--- config.mk ---
export PLATFORM = sky130hd
export DESIGN_NAME = pwm_capture_flat
export DESIGN_NICKNAME = d
export VERILOG_FILES = /design/src/rtl/pwm_capture_if.sv /design/src/rtl/pwm_capture.sv /design/src/flat_wrapper.sv
export SDC_FILE = /design/constraint.sdc
export NUM_CORES = 1
export LEC_CHECK = 0
export CAP_MARGIN = 20
export CORE_ASPECT_RATIO = 1.2
export CORE_MARGIN = 10
export CORE_UTILIZATION = 65
export DETAILED_ROUTE_END_ITERATION = 10
export MAX_ROUTING_LAYER = met4
export PLACE_DENSITY = 0.87
export REMOVE_ABC_BUFFERS = 1
export SYNTH_ARGS = -nofsm -noshare
export SYNTH_HDL_FRONTEND = slang
export SYNTH_SLANG_ARGS = --single-unit
--- constraint.sdc ---
create_clock -name Clk -period 6.16 [get_ports Clk]
set_input_delay 1.232 -clock Clk [delete_from_list [all_inputs] [get_ports Clk]]
set_output_delay 1.232 -clock Clk [all_outputs]
set_load 0.05 [all_outputs]
--- src/rtl/pwm_capture_if.sv ---
// Register read port of pwm_capture, shared with the I2C register bank read path.
//
// Handshake: Rd_En is a single-cycle strobe with no back-pressure (there is no
// ready). Addr is sampled on the rising Clk edge where Rd_En=1. Rd_Data is
// registered on that same edge, so it is valid the cycle after the strobe, and
// it holds until the next strobe. Rd_En may be asserted on every cycle.
// Dbg_State mirrors the per-channel capture FSM (bit ch = 1 while ch is HIGH).
interface pwm_capture_if;
    logic       Rd_En;
    logic [7:0] Addr;
    logic [7:0] Rd_Data;
    logic [7:0] Dbg_State;

    modport master (output Rd_En, output Addr, input Rd_Data, input Dbg_State);
    modport slave  (input Rd_En, input Addr, output Rd_Data, output Dbg_State);
endinterface

--- src/rtl/pwm_capture.sv ---
// 8-channel servo/RC pulse-width capture with microsecond resolution.
// Each channel measures its high time in us ticks and raises Valid when a
// pulse completes. Valid drops after TIMEOUT_US us with no rising edge.
// Results are read through an 8-bit address / 8-bit data register map.
// The low byte of a width is read first: that read snapshots the high byte
// and Valid into a shadow register. The snapshot keeps the 16-bit read coherent.
// Optional macro PWM_CAPTURE_GLITCH_FILTER_EN adds a 3-sample stability
// filter after the synchronizer. The filter rejects pulses shorter than 3 Clk.
module pwm_capture #(
    parameter int US_DIV     = 50,
    parameter int TIMEOUT_US = 25000
) (
    input  logic          Clk,
    input  logic          rst_n,
    input  logic [7:0]    Pwm_In,
    output logic [7:0]    Valid,
    pwm_capture_if.slave  bus
);

    localparam logic [0:0]  ST_IDLE  = 1'b0;
    localparam logic [0:0]  ST_HIGH  = 1'b1;
    localparam logic [7:0]  DIV_LAST = 8'(US_DIV - 1);
    localparam logic [14:0] TO_LAST  = 15'(TIMEOUT_US - 1);
    localparam logic [14:0] SAT      = 15'h7FFF;
`ifdef PWM_CAPTURE_GLITCH_FILTER_EN
    localparam logic [7:0]  CFG_BYTE = 8'h01;
`else
    localparam logic [7:0]  CFG_BYTE = 8'h00;
`endif

    logic [7:0]  div_cnt;
    logic        tick;
    logic [7:0]  sync1, sync2, lvl_prev, lvl_cur, rise, fall;
    logic [7:0]  state;
    logic [14:0] wcnt     [8];
    logic [14:0] wcnt_inc [8];
    logic [14:0] width    [8];
    logic [14:0] tcnt     [8];
    logic [7:0]  shadow;
    logic [2:0]  rd_ch;

    assign tick          = (div_cnt == DIV_LAST);
    assign rise          = lvl_cur & ~lvl_prev;
    assign fall          = ~lvl_cur & lvl_prev;
    assign rd_ch         = bus.Addr[3:1];
    assign bus.Dbg_State = state;

    // Free-running 1 us tick divider
    always_ff @(posedge Clk or negedge rst_n) begin
        if (!rst_n)    div_cnt <= '0;
        else if (tick) div_cnt <= '0;
        else           div_cnt <= div_cnt + 8'd1;
    end

    // Two-flop synchronizer plus previous-level register for edge detection
    always_ff @(posedge Clk or negedge rst_n) begin
        if (!rst_n) begin
            sync1    <= '0;
            sync2    <= '0;
            lvl_prev <= '0;
        end else begin
            sync1    <= Pwm_In;
            sync2    <= sync1;
            lvl_prev <= lvl_cur;
        end
    end

`ifdef PWM_CAPTURE_GLITCH_FILTER_EN
    logic [7:0] hist1, hist2;

    // Sample history for the stability filter
    always_ff @(posedge Clk or negedge rst_n) begin
        if (!rst_n) begin
            hist1 <= '0;
            hist2 <= '0;
        end else begin
            hist1 <= sync2;
            hist2 <= hist1;
        end
    end

    // Filtered level moves only when three consecutive samples agree
    always_comb begin
        lvl_cur = (sync2 & hist1 & hist2) | (lvl_prev & (sync2 | hist1 | hist2));
    end
`else
    // Unfiltered: the synchronized level is used directly
    always_comb begin
        lvl_cur = sync2;
    end
`endif

    // Width counter incremented by this cycle's tick, saturating
    always_comb begin
        for (int i = 0; i < 8; i++) begin
            wcnt_inc[i] = (tick && wcnt[i] != SAT) ? wcnt[i] + 15'd1 : wcnt[i];
        end
    end

    // Per-channel IDLE/HIGH capture FSM, width latch, timeout and Valid
    always_ff @(posedge Clk or negedge rst_n) begin
        if (!rst_n) begin
            state <= '0;
            Valid <= '0;
            for (int i = 0; i < 8; i++) begin
                wcnt[i]  <= '0;
                width[i] <= '0;
                tcnt[i]  <= '0;
            end
        end else begin
            for (int i = 0; i < 8; i++) begin
                // Timeout: one-shot clear at the moment the count reaches TIMEOUT_US
                if (rise[i]) begin
                    tcnt[i] <= '0;
                end else if (tick && tcnt[i] != SAT) begin
                    tcnt[i] <= tcnt[i] + 15'd1;
                    if (tcnt[i] == TO_LAST) Valid[i] <= 1'b0;
                end
                // Capture FSM; a completing pulse overrides a same-cycle timeout
                if (rise[i]) begin
                    state[i] <= ST_HIGH;
                    wcnt[i]  <= '0;
                end else if (state[i] == ST_HIGH) begin
                    if (fall[i]) begin
                        state[i] <= ST_IDLE;
                        width[i] <= wcnt_inc[i];
                        Valid[i] <= 1'b1;
                    end else begin
                        wcnt[i]  <= wcnt_inc[i];
                    end
                end
            end
        end
    end

    // Register read port with low-byte-triggered shadow snapshot
    always_ff @(posedge Clk or negedge rst_n) begin
        if (!rst_n) begin
            bus.Rd_Data <= '0;
            shadow      <= '0;
        end else if (bus.Rd_En) begin
            if (bus.Addr[7:4] == 4'h0) begin
                if (!bus.Addr[0]) begin
                    bus.Rd_Data <= width[rd_ch][7:0];
                    shadow      <= {Valid[rd_ch], width[rd_ch][14:8]};
                end else begin
                    bus.Rd_Data <= shadow;
                end
            end else if (bus.Addr == 8'h10) begin
                bus.Rd_Data <= Valid;
            end else if (bus.Addr == 8'h11) begin
                bus.Rd_Data <= CFG_BYTE;
            end else begin
                bus.Rd_Data <= 8'h00;
            end
        end
    end

endmodule

--- src/flat_wrapper.sv ---
// flat-port wrapper written by rule: the top's interface ports become plain ports
module pwm_capture_flat 
#(
    parameter int US_DIV     = 50,
    parameter int TIMEOUT_US = 25000
)
  (Clk, rst_n, Pwm_In, Valid, bus_Rd_En, bus_Addr, bus_Rd_Data, bus_Dbg_State);
  pwm_capture_if bus_i ();
  input  logic Clk;
  input  logic rst_n;
  input  logic [7:0] Pwm_In;
  output logic [7:0] Valid;
  input wire logic [$bits(bus_i.Rd_En)-1:0] bus_Rd_En;
  input wire logic [$bits(bus_i.Addr)-1:0] bus_Addr;
  output wire logic [$bits(bus_i.Rd_Data)-1:0] bus_Rd_Data;
  output wire logic [$bits(bus_i.Dbg_State)-1:0] bus_Dbg_State;
  assign bus_i.Rd_En = bus_Rd_En;
  assign bus_i.Addr = bus_Addr;
  assign bus_Rd_Data = bus_i.Rd_Data;
  assign bus_Dbg_State = bus_i.Dbg_State;
  pwm_capture #(.US_DIV(US_DIV), .TIMEOUT_US(TIMEOUT_US)) u_core (.Clk(Clk), .rst_n(rst_n), .Pwm_In(Pwm_In), .Valid(Valid), .bus(bus_i));
endmodule
==> flow_summary.toml <==
[clocking]
cts.path.max_buffers = 3
path_clk_slew_ns = 0.06
cts_tree = "done"
numCtsBuffers = 43
holdBufCountCts = 0
root_buffer = "clkbuf_16"
clock_sinks = 424
cts_htree_levels = 2
clock_latency_ns = 0.56
cts_resized = 0
postCtsSetupBuffers = 0

[timing]
max_freq_ghz = 0.276
final.setup.tns_ns = 0
finalCritPeriodShare_pct = 58.8
setup_viol = 0
slew_viol_final = 0
final_hold_viol_count = 0
slew_headroom_pct = 29.2
clock_skew_ns = 0.0145
worstMarginPinSlew_ns = 1.06
rsz0062_at_grt = "false"
fin_crit_ns = 3.62

[layout]
area_growth_pct = 10.3
diodes = 0
nNetsFinal = 2413
reg_top3 = "u_core.tcnt: 120 flops, u_core.wcnt: 120 flops, u_core.width: 120 flops"
layout-drive-gt1-share_pct = 7.12

[power_and_ir_drop]
power_uw = 5920
p_per_area_mw_per_mm2 = 238
leakagePower_uw = 0.0101
ir_drop_uv = 172

[routing]
routed_via_density = 6.50
drt_iter0_drc = 2157
wl_per_cell_um = 19.4
ant_nets = 0
vias = 18551
wl_um = 55500
post-route-drc-count = 0
dr.pass1.iters = 6

[grt]
grt_max_degree = 149
grt_pass1_wl_um = 92400
grt_pass1_vias = 18008
antenna_found_initial = 0
groute.usage.overall_pct = 26.8
gr-total-overflow = 0

[synth]
avgSynthCellArea_um2 = 9.45
synth_top_cell_by_area = "dfrtp_1"
synth_adder_area_share_pct = 1.71
synth_seq_cells = 424
synthMuxAreaShare_pct = 5.05
synth_top_family_by_area = "simple AND/OR/NAND/NOR gates"
netlist.area_leader.share_pct = 47.1
synth-compound-area-share_pct = 8.32
ys.flop_type = "dfrtp_1"
ys_types = 64
synth-edff-count = 0
syn-cell-area_mm2 = 0.0225
async_reset_ff_share_pct = 100
postSynthCellCount = 2383
synth_xor_area_share_pct = 9.76
synth_common_cells = "dfrtp_1, nor2_1, nand2_1"
ys_top_cells_by_area = "dfrtp_1, xnor2_1, nor2_1"
yosysWarnings = 0
synth-simple-area-share_pct = 25.0
synth-seq-area-share_pct = 47.1
yosysMostFrequentCell = "dfrtp_1"

[placement]
place.gp.congestion = 0.967
dp_hpwl_um = 36800
io_buffers = 42

[floorplan]
ios = 43
fp.dieArea_mm2 = 0.0425
initial_core_util_pct = 65.9
fp.dieW_um = 190
fp.dieH_um = 224
rows = 74
core_mm2 = 0.0342

[min_path]
min_from = "u_core.sync1[7]"
min_path_type = "flip-flop to flip-flop"

[outcome]
status = "completed"

[worst_setup_path]
cp_max_fo = 17
path_class = "primary input to flip-flop"
startpoint_type = "primary input"
arrival_ns = 4.09
startpoint = "bus_Addr[3]"
r2r_start = "u_core.div_cnt[1]"
end_kind = "flip-flop"
critical_path_required_ns = 6.63

[job]
cap_violations = 0
==> stage by stage <==
step	instance area, µm²	setup WS (ns)	utilization (%)	instances	hold WS (ns)
finish	24900	2.54	72.7	2856	0.347
global route	24900	2.37	72.7	2856	0.356
CTS	24800	2.63	72.6	2852	0.349
detailed placement	23300	2.10	68.1	2775	0.335
global placement	23300	2.25	68.1	2775	0.333
floorplan	22000	1.54	-	2248	0.331
==> per-layer routing <==
metal,routed length [µm],track usage [%],vias to the layer above
met5,0,-,-
met4,2120,10.7,0
met3,3950,3.98,159
met2,27200,42.8,780
met1,22200,33.8,9091
li1,-,-,8521
==> placed cells by master (no fill, tap or decap), types with 45 or more instances in the layout <==
| master | instances |
|---|---|
| dfrtp_1 | 424 |
| nor2_1 | 256 |
| nand2_1 | 241 |
| xnor2_1 | 199 |
| o21ai_0 | 174 |
| nand3_1 | 117 |
| nor3_1 | 102 |
| nand4_1 | 100 |
| nor4_1 | 96 |
| xor2_1 | 52 |
| a21oi_1 | 49 |
| clkbuf_16 | 45 |
==> logic make-up after synthesis <==
logic type,after synthesis
AND/OR/NAND/NOR,1110
AO/OA/AOI/OAI,316
flip-flops,424
adder cells (fa/ha/maj),32
XOR/XNOR,251
multiplexers,73
buffers and inverters,177
==> power by group <==
part / internal, µW / switching (µW) / total (µW)
clock network: 1710 / 1110 / 2820
registers: 2800 / 21.1 / 2830
logic: 70.5 / 197 / 268
==> worst max-delay path, cell delays in order <==
cell             delay [ns]
clkdlybuf4s50_1        0.94
or4b_2                 0.85
nor3_1                 0.66
a222oi_1               0.26
o21ai_0                0.13
==> final timing paths <==
check / to / slack [ns] / cells after the start
max: u_core.bus.Rd_Data[6] / 2.54 / 5
max in group asynchronous: u_core.div_cnt[7] / 3.97 / 2
min reg2reg: u_core.lvl_cur[7] / 0.35 / 0
min: u_core.lvl_cur[7] / 0.35 / 0
min in group asynchronous: u_core.tcnt[118] / 0.71 / 1
max reg2reg: u_core.tcnt[6] / 2.65 / 7
==> layout make-up <==
| type | instances | area, µm² |
|---|---|---|
| flip-flops and latches | 424 | 10600 |
| multi-input cells | 1782 | 11300 |
| fillers | 2222 | 9320 |
| inverters | 42 | 158 |
| clock inverters | 22 | 297 |
| repair buffers | 75 | 703 |
| clock buffers | 55 | 1230 |
| well taps | 456 | 571 |
Power figures use the tool's default switching activity.
